[src/rtl/rv523_pkg.sv]
// Shared types for the serial shifter: operation encoding and FSM state.
package rv523_pkg;

    // Operation encoding as presented on op_i.
    typedef enum logic [1:0] {
        OpSll = 2'b00,
        OpSrl = 2'b01,
        OpSra = 2'b10,
        OpRol = 2'b11
    } shift_op_e;

    // Controller states; the fourth encoding is unused and recovers to idle.
    typedef enum logic [1:0] {
        StIdle  = 2'b00,
        StShift = 2'b01,
        StDone  = 2'b10
    } shifter_state_e;

    // Smallest legal data width.
    localparam int unsigned MinWidth = 2;

endpackage : rv523_pkg

[src/rtl/rv523_shift_step.sv]
// Single-bit shift/rotate step. Purely combinational; one instance serves every op.
module rv523_shift_step
    import rv523_pkg::*;
#(
    parameter int unsigned WIDTH = 32
) (
    input  logic [WIDTH-1:0] acc_i,
    input  shift_op_e        op_i,
    output logic [WIDTH-1:0] acc_o
);

    // Select the one-position move for the current operation.
    always_comb begin
        acc_o = acc_i;
        unique case (op_i)
            OpSll:   acc_o = {acc_i[WIDTH-2:0], 1'b0};
            OpSrl:   acc_o = {1'b0, acc_i[WIDTH-1:1]};
            OpSra:   acc_o = {acc_i[WIDTH-1], acc_i[WIDTH-1:1]};
            OpRol:   acc_o = {acc_i[WIDTH-2:0], acc_i[WIDTH-1]};
            default: acc_o = acc_i;
        endcase
    end

endmodule : rv523_shift_step

[src/rtl/serial_shifter.sv]
// Bit-serial shifter: captures an operand and moves it one bit per clock until
// the requested amount has been applied, then pulses done_o for one cycle.
module serial_shifter
    import rv523_pkg::*;
#(
    parameter  int unsigned WIDTH = 32,
    localparam int unsigned SHW   = $clog2(WIDTH)
) (
    input  logic             clk,
    input  logic             rst,
    input  logic             start_i,
    input  logic [1:0]       op_i,
    input  logic [WIDTH-1:0] data_i,
    input  logic [SHW-1:0]   shamt_i,
    output logic             busy_o,
    output logic             done_o,
    output logic [WIDTH-1:0] result_o
);

    shifter_state_e   state_q, state_d;
    logic [WIDTH-1:0] acc_q, acc_d;
    logic [SHW-1:0]   cnt_q, cnt_d;
    shift_op_e        op_q, op_d;
    logic [WIDTH-1:0] step_acc;
    logic             accept;

    // A start is only honoured from idle; elsewhere it is dropped.
    assign accept = (state_q == StIdle) && start_i;

    rv523_shift_step #(
        .WIDTH (WIDTH)
    ) u_step (
        .acc_i (acc_q),
        .op_i  (op_q),
        .acc_o (step_acc)
    );

    // State register with synchronous reset taking priority over everything.
    always_ff @(posedge clk) begin
        if (rst) begin
            state_q <= StIdle;
        end else begin
            state_q <= state_d;
        end
    end

    // Next-state: zero shift goes straight to done; last step (cnt==1) exits shift.
    always_comb begin
        state_d = state_q;
        unique case (state_q)
            StIdle: begin
                if (start_i) begin
                    state_d = (shamt_i == '0) ? StDone : StShift;
                end
            end
            StShift: begin
                if (cnt_q == SHW'(1)) begin
                    state_d = StDone;
                end
            end
            StDone:  state_d = StIdle;
            default: state_d = StIdle;
        endcase
    end

    // Datapath registers: accumulator, remaining count and latched operation.
    always_ff @(posedge clk) begin
        if (rst) begin
            acc_q <= '0;
            cnt_q <= '0;
            op_q  <= OpSll;
        end else begin
            acc_q <= acc_d;
            cnt_q <= cnt_d;
            op_q  <= op_d;
        end
    end

    // Datapath next-state: load on accepted start, one bit-step per shift cycle, else hold.
    always_comb begin
        acc_d = acc_q;
        cnt_d = cnt_q;
        op_d  = op_q;
        if (accept) begin
            acc_d = data_i;
            cnt_d = shamt_i;
            op_d  = shift_op_e'(op_i);
        end else if (state_q == StShift) begin
            acc_d = step_acc;
            cnt_d = cnt_q - SHW'(1);
        end
    end

    // Outputs decoded from registered state only.
    always_comb begin
        busy_o = (state_q != StIdle);
        done_o = (state_q == StDone);
    end

    assign result_o = acc_q;

endmodule : serial_shifter

[config.mk]
export PLATFORM = sky130hd
export DESIGN_NAME = serial_shifter
export DESIGN_NICKNAME = d
export VERILOG_FILES = /design/src/rtl/rv523_pkg.sv /design/src/rtl/rv523_shift_step.sv /design/src/rtl/serial_shifter.sv
export SDC_FILE = /design/constraint.sdc
export NUM_CORES = 1
export LEC_CHECK = 0
export BUFFER_PORTS_ARGS = -buffer_cell sky130_fd_sc_hd__buf_2
export CELL_PAD_IN_SITES_DETAIL_PLACEMENT = 0
export CELL_PAD_IN_SITES_GLOBAL_PLACEMENT = 1
export CORE_MARGIN = 2
export CORE_UTILIZATION = 35
export DETAILED_ROUTE_END_ITERATION = 8
export HOLD_SLACK_MARGIN = 0.08
export PLACE_DENSITY_LB_ADDON = 0.1
export SYNTH_ARGS = -nofsm -noshare
export SYNTH_HDL_FRONTEND = slang
export SYNTH_SLANG_ARGS = --single-unit
[constraint.sdc]
create_clock -name clk -period 1.5 [get_ports clk]
set_input_delay 0.225 -clock clk [delete_from_list [all_inputs] [get_ports clk]]
set_output_delay 0.225 -clock clk [all_outputs]
set_load 0.05 [all_outputs]
==> reports/results.txt <==
worst-case reg-to-reg path depth: 4
clock sinks: 41
critical path type: reg2out
Hold EP: op_q[0]$_SDFFE_PP0P_
P_leak: 1.327 nW
R2R Setup Slk: 0.10 ns
EDFF count, synth: 0
Total GRT Usage: 18.98%
core area: 7292 um2
Cells on Worst Hold Path: 3
register area share after synthesis: 31.03%
Worst Hold Class: in2reg
Hold Fails Final Rpt: 0
total grt overflow: 0
root buf cell: clkbuf_8
input/output buffers: 75
setup TNS: 0 ns
Post-route DRC: 0
Routability Congestion: 0.7652
Detail Placement HPWL: 5.805 mm
Routed Antenna Nets: 0
R2R Path Start: state_q[0]$_SDFFE_PP0P_
fraction of layout cells with a size suffix above 1: 30.20%
die area: 8268 um2
initial core utilization: 36.27%
mapped cell area: 2645 um2
status: complete, no violations
WP buf/inv: 2
Worst Tran Pin Value: 0.4406 ns
Total Wirelength: 8.153 mm
crit path DAT: 1.20 ns
final setup violating endpoints: 0
CP cell instances: buf_6 -> or2_4 -> buf_8
post-synth top area cell: dfxtp_1
Slew Limit Fails: 0
die height: 90.93 um
Initial DRT Pass Iterations: 7
register area: 830.8 um2
Critical Path Fanout Max: 8
Period minus WS final: 1.425 ns
IO Count: 76
Cell Area, Placed: 3232 um2
warnings from Yosys: 0
first-pass GRT wire length: 13.12 mm
RSZ-0062 raised after global routing: false
Yosys reg bits: 41
maxcap violations: 0
cts bufs inserted: 5
vias in the first global route: 2540
Tcrit/Tclk final: 94.99%
antenna cell count: 0
Synth Flop Type: dfxtp_1
ys async rst share: 0%
cts hold-fix bufs: 0
# rows: 31
CP top delay family: flip-flops
Wirelength per Cell: 16.21 um
slew margin rel.: 70.21%
post-synthesis cell type count: 45
H-tree levels: 2
nets: 447
clock slew at the register clock pins of the worst setup and hold paths: 0.08 ns
CTS tree: built
initial antenna violation count: 0
Max Fclk: 701.8 MHz
largest net degree at the start of global routing: 24
R2R Path End: result_o[17]$_SDFFE_PP0P_
final instance area: 3379 um2
Iter 0 DRT Violations: 122
CP Capture Type: output port
Worst Hold Launch: op_i[0]
Worst EP required: 1.27 ns
drt via density: 5.561
Filler cells: 775
clock buffer depth: 2
Area Overhead vs Synth: 27.77%
Synth Area per Inst: 8.139 um2
post-synth net total: 369
Synth top area share: 31.03%
area of the multi-input gates: 1638 um2
Synth area leaders: dfxtp_1, a311oi_1, nand3_1
CP max-delay cell: dfxtp_4
CP peak stage delay: 0.37 ns
startpoint types: flop
latest clock arrival within the worst-skew pair: 0.30 ns
Vias: 2797
clock skew: 0.01085 ns
Cell Pwr Density: 926.1 nW/um2
Syn Inst Count: 325
Die W: 90.93 um
Peak supply drop: 0.3455 mV
-- synthesized netlist by cell type (2+ instances only) --
cell type and count:
a31oi_1 22, ha_1 2, inv_1 11, and2_1 19, a311oi_1 21, o311a_1 2, nand3_1 36, o211ai_1 7
o21a_1 4, a221oi_1 3, nor3b_1 24, mux2i_1 9, nand2_1 13, nor2_1 11, a21o_1 5, nand2b_1 4
dfxtp_1 41, buf_4 4, o21ai_0 9, nor2b_1 5, a22oi_1 2, a21oi_1 8, clkbuf_8 3, clkbuf_1 17
nand3b_1 14, buf_2 10
-- layout make-up --
cell class	count	area share (%)
repair buffers	105	19.59
well taps	99	3.665
inverters	12	1.333
clock buffers	8	2.369
flip-flops and latches	41	24.58
multi-input cells	238	48.46
-- layout by cell type (no fill, tap or decap), types with 2 or more instances in the layout --
| master | instances |
|---|---|
| o211ai_1 | 7 |
| ha_1 | 2 |
| dfxtp_1 | 37 |
| nand3b_1 | 14 |
| nand3_1 | 36 |
| mux2i_1 | 9 |
| o21ai_0 | 9 |
| buf_12 | 3 |
| buf_8 | 2 |
| inv_1 | 11 |
| nor2_1 | 11 |
| o21a_1 | 4 |
| nor2b_1 | 3 |
| a21o_1 | 5 |
| clkbuf_8 | 5 |
| a311oi_1 | 20 |
| a31oi_1 | 22 |
| buf_4 | 26 |
| a22oi_1 | 2 |
| o311a_1 | 2 |
| nand2_1 | 13 |
| buf_2 | 73 |
| dfxtp_2 | 2 |
| clkbuf_1 | 3 |
| nand2b_1 | 4 |
| and2_1 | 19 |
| a21oi_1 | 8 |
| dfxtp_4 | 2 |
| nor3b_1 | 24 |
| a221oi_1 | 3 |
-- logic make-up after synthesis --
logic type,Yosys count,synth area share (%)
fa+ha+maj,2,0.9459
buf+inv,46,8.704
flops,41,31.03
mux,9,3.406
compound gates,91,24.98
simple gates,134,29.99
xor+xnor,2,0.9463
-- registers in the layout (all words and copies together), names as in the netlist --
name and flops:
result_o 32, op_q 2, cnt_q 5, state_q 2
-- through the flow --
| step | setup slack (ns) | utilization [%] | hold slack [ns] | power (W) | instances |
|---|---|---|---|---|---|
| 3_5_place_dp | -0.01165 | 44.32 | 0.4707 | 0.002404 | 494 |
| 6_report | 0.07513 | 46.35 | 0.1638 | 0.003130 | 503 |
| 5_1_grt | 0.002954 | 46.35 | 0.1738 | 0.003288 | 503 |
| 4_1_cts | 0.0006390 | 45.90 | 0.1586 | 0.003141 | 503 |
| 3_3_place_gp | 0.01563 | 44.32 | 0.4689 | 0.002403 | 494 |
| 2_1_floorplan | 0.01237 | - | 0.3722 | 0.002058 | 325 |
-- tightest hold or removal path, cell delays in order --
cell     delay, ns
buf_2         0.07
mux2i_1       0.05
nor2_1        0.07
-- what timing repair did --
item,in CTS,in global routing
setup buffers,1,0
endpoints found under the setup margin,2,10
hold endpoints to repair,0,0
resized for setup,10,7
-- report_power, final --
part	internal (W)	switching [W]	total, W
sequential	0.00118	0.000129	0.00131
clock	0.000332	0.000394	0.000726
combinational	0.000407	0.000684	0.00109
-- routing by layer --
layer	GRT usage [%]	wire length [um]
met1	26.24	3896
met2	30.68	3833
met3	3.983	356
met4	3.662	67
met5	0	0
-- worst max path at each step --
stage,start,end,slack [ns],depth (start not counted)
final,state_q[0]$_SDFFE_PP0P_,busy_o,0.08,3
after global routing,state_q[0]$_SDFFE_PP0P_,result_o[23]$_SDFFE_PP0P_,0.003,5
after CTS,state_q[1]$_SDFFE_PP0P_,busy_o,0.0006,3
after detailed placement,shamt_i[3],state_q[1]$_SDFFE_PP0P_,-0.01,4
after global placement,shamt_i[3],state_q[1]$_SDFFE_PP0P_,0.02,4
after floorplan,state_q[1]$_SDFFE_PP0P_,done_o,0.01,3
No activity file was read; power rests on OpenSTA's default activity.
